`config.mk`:
```
export PLATFORM = sky130hd
export DESIGN_NAME = collision_edge_detector
export DESIGN_NICKNAME = d
export VERILOG_FILES = /design/src/rtl/collision_edge_detector.sv
export SDC_FILE = /design/constraint.sdc
export NUM_CORES = 1
export LEC_CHECK = 0
export CAP_MARGIN = 20
export CORE_MARGIN = 1.5
export CORE_UTILIZATION = 56
export DETAILED_ROUTE_END_ITERATION = 6
export PLACE_DENSITY = 0.81
export REMOVE_ABC_BUFFERS = 1
export SYNTH_ARGS = -nofsm -noshare
export SYNTH_HDL_FRONTEND = slang
export SYNTH_SLANG_ARGS = --single-unit
```
`constraint.sdc`:
```
create_clock -name clk -period 2.74 [get_ports clk]
set_input_delay 0.548 -clock clk [delete_from_list [all_inputs] [get_ports clk]]
set_output_delay 0.548 -clock clk [all_outputs]
set_load 0.01 [all_outputs]
```
`src/rtl/collision_edge_detector.sv`:
```
// Per-frame collision accumulator for the player sprite: counts overlap pixels
// in total and per edge band, and publishes thresholded flags at each startOfFrame.
module collision_edge_detector #(
  parameter int OBJ_W         = 32,
  parameter int OBJ_H         = 32,
  parameter int EDGE          = 4,
  parameter int HIT_THRESHOLD = 2,
  parameter int CNT_W         = 8
) (
  input  logic        clk,
  input  logic        resetN,
  input  logic        startOfFrame,
  input  logic [10:0] pixelX,
  input  logic [10:0] pixelY,
  input  logic [10:0] topLeftX,
  input  logic [10:0] topLeftY,
  input  logic        smileyDR,
  input  logic        brickDR,
  output logic        collision,
  output logic [3:0]  HitEdgeCode,
  output logic        fsm_state_o
);

  typedef enum logic {
    ACCUM   = 1'b0,
    PUBLISH = 1'b1
  } state_t;

  localparam logic signed [12:0] OBJ_W_S   = 13'(OBJ_W);
  localparam logic signed [12:0] OBJ_H_S   = 13'(OBJ_H);
  localparam logic signed [12:0] EDGE_S    = 13'(EDGE);
  localparam logic [CNT_W-1:0]   CNT_MAX   = '1;
  localparam logic [CNT_W-1:0]   CNT_ZERO  = '0;

  state_t state_q, state_d;

  logic [CNT_W-1:0] total_q, total_d;
  logic [CNT_W-1:0] left_q, left_d;
  logic [CNT_W-1:0] top_q, top_d;
  logic [CNT_W-1:0] right_q, right_d;
  logic [CNT_W-1:0] bottom_q, bottom_d;

  logic       collision_q, collision_d;
  logic [3:0] edge_q, edge_d;

  // 13 bits so pixel (0..2047) minus a signed origin (-1024..1023) never overflows.
  logic signed [12:0] off_x;
  logic signed [12:0] off_y;
  logic overlap;
  logic in_box;
  logic hit_left, hit_top, hit_right, hit_bottom;

  assign off_x = $signed({2'b00, pixelX}) - $signed({{2{topLeftX[10]}}, topLeftX});
  assign off_y = $signed({2'b00, pixelY}) - $signed({{2{topLeftY[10]}}, topLeftY});

  assign overlap    = smileyDR & brickDR;
  assign in_box     = overlap &&
                      (off_x >= 13'sd0) && (off_x < OBJ_W_S) &&
                      (off_y >= 13'sd0) && (off_y < OBJ_H_S);
  assign hit_left   = in_box && (off_x < EDGE_S);
  assign hit_right  = in_box && (off_x >= (OBJ_W_S - EDGE_S));
  assign hit_top    = in_box && (off_y < EDGE_S);
  assign hit_bottom = in_box && (off_y >= (OBJ_H_S - EDGE_S));

  // At startOfFrame the count restarts from this cycle's own contribution.
  function automatic logic [CNT_W-1:0] next_cnt(input logic [CNT_W-1:0] cur,
                                                input logic             inc,
                                                input logic             sof);
    logic [CNT_W-1:0] base;
    base = sof ? CNT_ZERO : cur;
    if (inc && (base != CNT_MAX)) begin
      return base + 1'b1;
    end
    return base;
  endfunction

  always_comb begin
    total_d  = next_cnt(total_q,  overlap,    startOfFrame);
    left_d   = next_cnt(left_q,   hit_left,   startOfFrame);
    top_d    = next_cnt(top_q,    hit_top,    startOfFrame);
    right_d  = next_cnt(right_q,  hit_right,  startOfFrame);
    bottom_d = next_cnt(bottom_q, hit_bottom, startOfFrame);
  end

  always_comb begin
    state_d     = state_q;
    collision_d = collision_q;
    edge_d      = edge_q;
    if (startOfFrame) begin
      collision_d = (32'(total_q)  >= HIT_THRESHOLD);
      edge_d[3]   = (32'(left_q)   >= HIT_THRESHOLD);
      edge_d[2]   = (32'(top_q)    >= HIT_THRESHOLD);
      edge_d[1]   = (32'(right_q)  >= HIT_THRESHOLD);
      edge_d[0]   = (32'(bottom_q) >= HIT_THRESHOLD);
    end
    case (state_q)
      ACCUM:   if (startOfFrame) state_d = PUBLISH;
      PUBLISH: state_d = ACCUM;
      default: state_d = ACCUM;
    endcase
  end

  always_ff @(posedge clk or negedge resetN) begin
    if (!resetN) begin
      state_q     <= ACCUM;
      total_q     <= '0;
      left_q      <= '0;
      top_q       <= '0;
      right_q     <= '0;
      bottom_q    <= '0;
      collision_q <= 1'b0;
      edge_q      <= 4'b0000;
    end else begin
      state_q     <= state_d;
      total_q     <= total_d;
      left_q      <= left_d;
      top_q       <= top_d;
      right_q     <= right_d;
      bottom_q    <= bottom_d;
      collision_q <= collision_d;
      edge_q      <= edge_d;
    end
  end

  assign collision   = collision_q;
  assign HitEdgeCode = edge_q;
  assign fsm_state_o = state_q;

endmodule

```
# After elaboration in Yosys (flattened, before gate mapping)
# Cells that the tools add are included.
# word_totals
regBits	46
latch_bits	0
ram_bits	0
mem_bits_ro	0
inputBits	49
out_inout_bits	6
elab_cells	70
n_memories	0
# op_classes
addsub	7
n_mul	0
div_mod_pow	0
n_lt_le_gt_ge	13
n_eq_ne	5
shifts	0
n_mux	22
bitwise	2
reduce_logical	13
# op_table
cell	count
$mux 8	15
$add 8x1->8 const B	5
$ge 8x2->1 const B	5
$ne 8x8->1 const B	5
$ge 13x1->1 const B	2
$ge 13x6->1 const B	2
$lt 13x4->1 const B	2
$lt 13x7->1 const B	2
$sub 12x11->13	2
$logic_and 1x1->1	13
$mux 1	6
$pmux 1 s2	1
$and 1x1->1	1
$not 1->1	1

# Logic depth before layout (Yosys ltp)
# Gate-level depths: netlist of the first run.
# logic_depth
depth_word	10
mapped_depth	15
ltp_nobuf	13

# Least setup slack after synthesis of the first run
# No wires, ideal clock.
# synth_path
kind	input to register
start	input port pixelY[0]
end	register bottom_q[7]
setup_time_ns	0.066
arrival_ns	3.851
required_ns	2.674
slack_ns	-1.177
path_stages	14
cell_sequence	inv_1 -> ha_1 -> inv_1 -> fa_1 -> a211oi_2 -> o211ai_1 -> a2111oi_0 -> a211oi_1 -> or4b_1 -> or4_4 -> buf_6 -> nand4b_4 -> or4_1 -> nand2_1
# synth_between
elab_chain_cells	8
# synth_lines
item	line	text
from (decl)	14	input logic [10:0] pixelY,
$sub 12x11->13 (*)	54	assign off_y = $signed({2'b00, pixelY}) - $signed({{2{topLeftY[10]}}, topLeftY});
$ge 13x1->1	59	(off_y >= 13'sd0) && (off_y < OBJ_H_S);
$logic_and 1x1->1	58	(off_x >= 13'sd0) && (off_x < OBJ_W_S) &&
$logic_and 1x1->1	59	
$logic_and 1x1->1 (*)	63	assign hit_bottom = in_box && (off_y >= (OBJ_H_S - EDGE_S));
$logic_and 1x1->1 (*)	71	if (inc && (base != CNT_MAX)) begin
$mux 1 (*)	71	
$mux 8 (*)	74	return base;
named net bottom_d[7]	41	logic [CNT_W-1:0] bottom_q, bottom_d;
to (signal assigned)	119	bottom_q <= bottom_d;
to (decl)	41	
# Mark *: on every way through the listed nets, which the timed path passes. The rest lies on a longest branch.
# A chain may end at the register's enable or synchronous reset.

# Worst setup path after layout of the first run
# layout_path
start	input port pixelY[0]
end	register left_q[5]
# layout_between
elab_chain_cells	8
# layout_lines
item	line	text
$sub 12x11->13 (*)	54	
$ge 13x1->1	59	
$logic_and 1x1->1	58	
$logic_and 1x1->1 (*)	59	
$logic_and 1x1->1 (*)	60	assign hit_left = in_box && (off_x < EDGE_S);
$logic_and 1x1->1 (*)	71	
$mux 1 (*)	71	
$mux 8 (*)	74	
named net left_d[5]	38	logic [CNT_W-1:0] left_q, left_d;
to (signal assigned)	116	left_q <= left_d;
to (decl)	38	
# Marked as above.

==> impl_metrics.ini, run 1 <==
[run_status]
status = complete, but fails checks
violations = setup timing

[pwr]
p_seq_share_pct = 34.7
power.switching_mw = 0.577
powerDensity_mw_per_mm2 = 348
max-vdd-ir-drop_mv = 0.350
intPower_mw = 1.42
power_frac_clock_pct = 32.0
p_leak_nw = 2.67
pwr-share-comb_pct = 33.3
sw_frac_of_total_pct = 28.9
power_mw = 1.99

[detailed_routing]
routed_wl_mm = 11.9
dr.pass1.iters = 5
post_drt_via_cell_ratio = 6.11
first_iter_violations = 241
wl_per_cell_um = 17.3
drc = 0
vias = 4198
ant_nets = 0

[cells_and_area]
nNetsFinal = 686
layout-drive-gt1-share_pct = 31.5
final_common_cell = buf_4
diodes = 0
regArea_mm2 = 0.00115
stdcell_count = 687
fillerInstances = 360
multi_input_area_mm2 = 0.00295
area.growth.synth_to_final_pct = 46.8
final_cell_mix = 81 x buf_4, 46 x dfrtp_1, 40 x nor2_1

[setup_path]
r2r_cells = 10
startpoint = pixelY[0]
critical_path.startpoint_type = input port
path_class = in -> reg
end_kind = register
cp_data_arrival_time_ns = 3.90
critPathRequiredTime_ns = 2.94
r2r_start = top_q[0]$_DFF_PN0_
critPathMaxFanout = 4
r2r_slack_ns = 0.16

[placed_design]
dp_hpwl_mm = 6.82
dpl.cell_count = 662
finalWeightedCongestion = 0.867
port_buffers = 54

[yosys]
synth-edff-count = 0
synth_top_area_share_pct = 29.5
yosysSeqAreaShare_pct = 29.5
ys_types = 59
synth.avg_cell_area_um2 = 8.43
synthTopCellsByArea = dfrtp_1 29%, ha_1 9.3%, xnor2_1 5.2%
synthFlopType = dfrtp_1
ys_seq_elements = 46
netlist.top_cell.by_area = dfrtp_1
syn_area_mm2 = 0.00390
async_flop_share_pct = 100
ys.warnings.count = 0
synth_cells = 463

[job]
max-cap-violations = 0

[global_routing]
grt_max_degree = 47
grt_pass1_vias = 3938
gr-total-overflow = 0
grt_usage_pct = 27.9
antenna_found_initial = 0
grt_first_pass_wirelength_mm = 17.0

[timing]
worst_slack_ns = -0.962
tightest_slew_ns = 0.603
period_minus_slack_ns = 3.70
drv_slew = 0
max_freq_mhz = 270
tns_ns = -25.95
finalClockSkew_ns = 0.0110
period_share_pct = 135
setup_viol = 32
rsz0062_at_grt = yes
final-hold-violation-count = 0
worst_slew_margin_rel_pct = 59.8

[clock_tree]
cts_buffers = 5
tritoncts = yes
root_buffer = clkbuf_8
clkTransAtPathRegs_ns = 0.09
clock_sinks = 46
worstSkewPairLatency_ns = 0.32
cts.path.max_buffers = 2
htree_levels = 2

[die]
rows = 30
ios = 55
dieArea_mm2 = 0.00748
die_h_um = 86.5
die_w_um = 86.5
initial_core_util_pct = 57.8
design.core.area_mm2 = 0.00676

[worst_hold_path]
hold_path_class = in -> async
## worst paths after layout
check                                                  end
worst max-delay path                   left_q[5]$_DFF_PN0_
worst min-delay path            HitEdgeCode[1]$_DFFE_PN0P_
worst max register to register          top_q[4]$_DFF_PN0_
worst min register to register       fsm_state_o$_DFF_PN0_
max in group asynchronous            bottom_q[1]$_DFF_PN0_
min in group clk                     fsm_state_o$_DFF_PN0_
## per-layer routing
layer | vias up | share of wire [%] | track usage (%)
met5 | - | 0 | 0
met4 | 0 | 5.3 | 8.65
met3 | 72 | 6.1 | 3.81
met2 | 196 | 50 | 50.1
met1 | 2007 | 39 | 34.6
li1 | 1923 | - | -
## through the flow
step	worst slack, ns	utilization (%)	area, µm²	hold WS [ns]
finish	-0.962	84.8	5730	0.311
global route	-1.06	84.8	5730	0.367
CTS	-0.992	81.3	5490	0.343
detailed placement	-1.80	74.6	5040	0.421
global placement	-1.67	74.6	5040	0.413
floorplan	-1.42	-	3830	0.252
## cells in the mapped netlist, drive strengths merged, types with 4 or more instances
| cell | instances |
|---|---|
| a211oi | 4 |
| a21o | 6 |
| a21oi | 26 |
| a31oi | 6 |
| and2 | 4 |
| and3 | 10 |
| buf | 4 |
| clkbuf | 8 |
| dfrtp | 46 |
| ha | 29 |
| inv | 35 |
| mux2 | 14 |
| mux2i | 6 |
| nand2 | 22 |
| nand2b | 8 |
| nand3 | 25 |
| nand4 | 5 |
| nor2 | 46 |
| nor2b | 28 |
| nor3 | 18 |
| nor3b | 6 |
| nor4 | 8 |
| o211ai | 5 |
| o21ai | 18 |
| or3 | 5 |
| xnor2 | 23 |
| xor2 | 10 |
## power groups by stage
stage / logic, mW / clock network, mW / registers, mW
floorplan: 0.279 / 0 / 0.709
global placement: 0.550 / 0 / 0.706
detailed placement: 0.563 / 0 / 0.706
CTS: 0.620 / 0.629 / 0.693
global route: 0.723 / 0.666 / 0.694
finish: 0.664 / 0.637 / 0.693
## worst max-delay path, stage by stage
cell,delay [ns]
buf_6,0.09
inv_4,0.04
ha_4,0.12
inv_2,0.04
fa_2,0.37
a211oi_2,0.24
buf_4,0.16
o21ai_2,0.06
o21ai_2,0.06
mux2_4,0.31
or4b_4,0.55
buf_6,0.14
or4_4,0.46
buf_6,0.15
nor4_4,0.30
xnor2_1,0.18
nor2_1,0.07
## registers in the layout, indices dropped and copies added (netlist names)
signal and cells:
HitEdgeCode 4, bottom_q 8, collision 1, fsm_state_o 1, left_q 8, right_q 8, top_q 8, total_q 8
## what timing repair did
action / in CTS / in global routing
hold buffers: 0 / 0
pin swaps: 21 / 22
setup buffers: 9 / 6
endpoints found under the setup margin: 32 / 32
cloned: 1 / 1
resized for setup: 83 / 42
## area by class of cell
| class | instances | share of cell area [%] |
|---|---|---|
| inverters | 35 | 2.34 |
| clock inverters | 2 | 1.05 |
| flip-flops and latches | 46 | 20.1 |
| well taps | 80 | 1.75 |
| multi-input cells | 371 | 51.4 |
| repair buffers | 147 | 21.9 |
| clock buffers | 6 | 1.44 |
## kinds of logic after synthesis
group / share of synthesized area, %
flops: 29.5
fa+ha+maj: 10.3
simple gates: 28.2
xor+xnor: 7.41
mux: 5.58
buf+inv: 5.19
compound gates: 13.9
Note: power is estimated with default switching activity, not from simulation.
==> run 2: changes to the inputs <==
--- a/config.mk
+++ b/config.mk
@@ -6,10 +6,11 @@
 export NUM_CORES = 1
 export LEC_CHECK = 0
 export CAP_MARGIN = 20
+export CORE_ASPECT_RATIO = 1.5
 export CORE_MARGIN = 1.5
-export CORE_UTILIZATION = 56
+export CORE_UTILIZATION = 51
 export DETAILED_ROUTE_END_ITERATION = 6
-export PLACE_DENSITY = 0.81
+export PLACE_DENSITY = 0.74
 export REMOVE_ABC_BUFFERS = 1
 export SYNTH_ARGS = -nofsm -noshare
 export SYNTH_HDL_FRONTEND = slang
==> impl_metrics.ini, run 2 (synthesized netlist as in run 1, its figures left out) <==
[timing]
hold_ws_ns = 0.196
rsz0062_at_grt = yes
final-hold-violation-count = 0
max_freq_mhz = 270
setup_viol = 32
tns_ns = -25.60
drv_slew = 0
worst_slew_margin_rel_pct = 65.8
tightest_slew_ns = 0.512
finalClockSkew_ns = 0.00644
worst_slack_ns = -0.958
period_minus_slack_ns = 3.70
period_share_pct = 135

[detailed_routing]
dr.pass1.iters = 4
routed_wl_mm = 10.9
ant_nets = 0
post_drt_via_cell_ratio = 5.69
vias = 4029
drc = 0
first_iter_violations = 239
wl_per_cell_um = 15.4

[job]
max-cap-violations = 0

[global_routing]
grt_usage_pct = 27.0
grt_pass1_vias = 4111
grt_max_degree = 27
gr-total-overflow = 0
grt_first_pass_wirelength_mm = 17.6
antenna_found_initial = 0

[placed_design]
port_buffers = 54
dp_hpwl_mm = 7.22
finalWeightedCongestion = 0.846
dpl.cell_count = 681

[setup_path]
r2r_start = top_q[0]$_DFF_PN0_
r2r_end = top_q[4]$_DFF_PN0_
critPathRequiredTime_ns = 2.94
r2r_cells = 10
critPathMaxFanout = 4
r2r_slack_ns = 0.30
path_class = in -> reg
critical_path.startpoint_type = input port
cp_data_arrival_time_ns = 3.90
end_kind = register

[cells_and_area]
area.growth.synth_to_final_pct = 46.8
stdcell_count = 708
final_cell_mix = 77 x buf_4, 46 x dfrtp_1, 41 x nor2_1
nNetsFinal = 687
layout-drive-gt1-share_pct = 31.6
diodes = 0
final_common_cell = buf_4
final_util_pct = 78.2

[worst_hold_path]
hold_path_class = in -> async

[pwr]
p_leak_nw = 2.68
power_mw = 1.77
max-vdd-ir-drop_mv = 0.272
powerDensity_mw_per_mm2 = 309

[die]
die_w_um = 74.4
rows = 38
dieArea_mm2 = 0.00820
die_h_um = 110
initial_core_util_pct = 53.3
ios = 55
design.core.area_mm2 = 0.00732

[clock_tree]
cts_hold_buf = 0
clock_sinks = 46
clkTransAtPathRegs_ns = 0.09
cts_buffers = 5
worstSkewPairLatency_ns = 0.31
root_buffer = clkbuf_8
cts.path.max_buffers = 2
htree_levels = 2
tritoncts = yes

[run_status]
violations = setup timing
status = complete, but fails checks
-- run 2: cell count changes in the layout (fill, tap and decap cells not counted), sizes merged --
cell           before  now
clkbuf              6    5
clkinvlp            0    1
buf                97   98
dlymetal6s2s        0    2
clkinv              0    2
clkdlybuf4s50      37   35
bufinv              2    0
dlygate4sd2        12   11
clkdlybuf4s15       1    2
-- run 2: what timing repair did --
action | in CTS | in global routing
buffers inserted | 10 | 7
cloned | 2 | 0
pin swaps | 34 | 20
gates resized for setup | 106 | 29
setup endpoints to repair | 32 | 32
-- run 2: per-layer routing --
layer  routed length [µm]  GRT usage [%]
met5                    0              0
met4                  314           9.22
met3                  370           3.45
met2                 6190           52.7
met1                 4010           28.8
-- run 2: how the worst max path moves through the flow --
stage,startpoint,cells after the start,endpoint,slack [ns]
2_1_floorplan,pixelY[0],13,left_q[1]$_DFF_PN0_,-1.42
3_3_place_gp,topLeftY[0],13,bottom_q[7]$_DFF_PN0_,-1.63
3_5_place_dp,topLeftY[0],13,left_q[1]$_DFF_PN0_,-1.76
4_1_cts,pixelY[0],15,bottom_q[6]$_DFF_PN0_,-0.91
5_1_grt,pixelY[0],15,left_q[4]$_DFF_PN0_,-1.03
6_report,topLeftY[4],13,left_q[4]$_DFF_PN0_,-0.96
-- run 2: power breakdown --
group / switching (mW) / internal [mW]
clock network: 0.250 / 0.180
registers: 0.00480 / 0.688
logic: 0.313 / 0.335
total: 0.567 / 1.20
-- run 2: per-stage QoR --
stage	area [µm²]	setup WS, ns
2_1_floorplan	3830	-1.42
3_3_place_gp	5060	-1.63
3_5_place_dp	5060	-1.76
4_1_cts	5560	-0.911
5_1_grt	5730	-1.03
6_report	5730	-0.958
-- run 2: layout make-up --
cell class	count	area [µm²]
multi-input combinational	371	2940
fill	526	1590
timing repair buffer	148	1290
sequential	46	1150
inverter	35	134
tap	100	125
clock buffer	5	68.8
clock inverter	3	21.3
-- run 2: critical path, cell delays in order --
cell and delay [ns]:
clkdlybuf4s50_1 0.45, inv_1 0.06, ha_4 0.28, nor2_1 0.05
a211o_1 0.28, a21oi_2 0.15, mux2i_1 0.29, or4b_4 0.50
buf_6 0.13, or4_4 0.46, and4b_2 0.32, nand3b_1 0.09
mux2_2 0.28
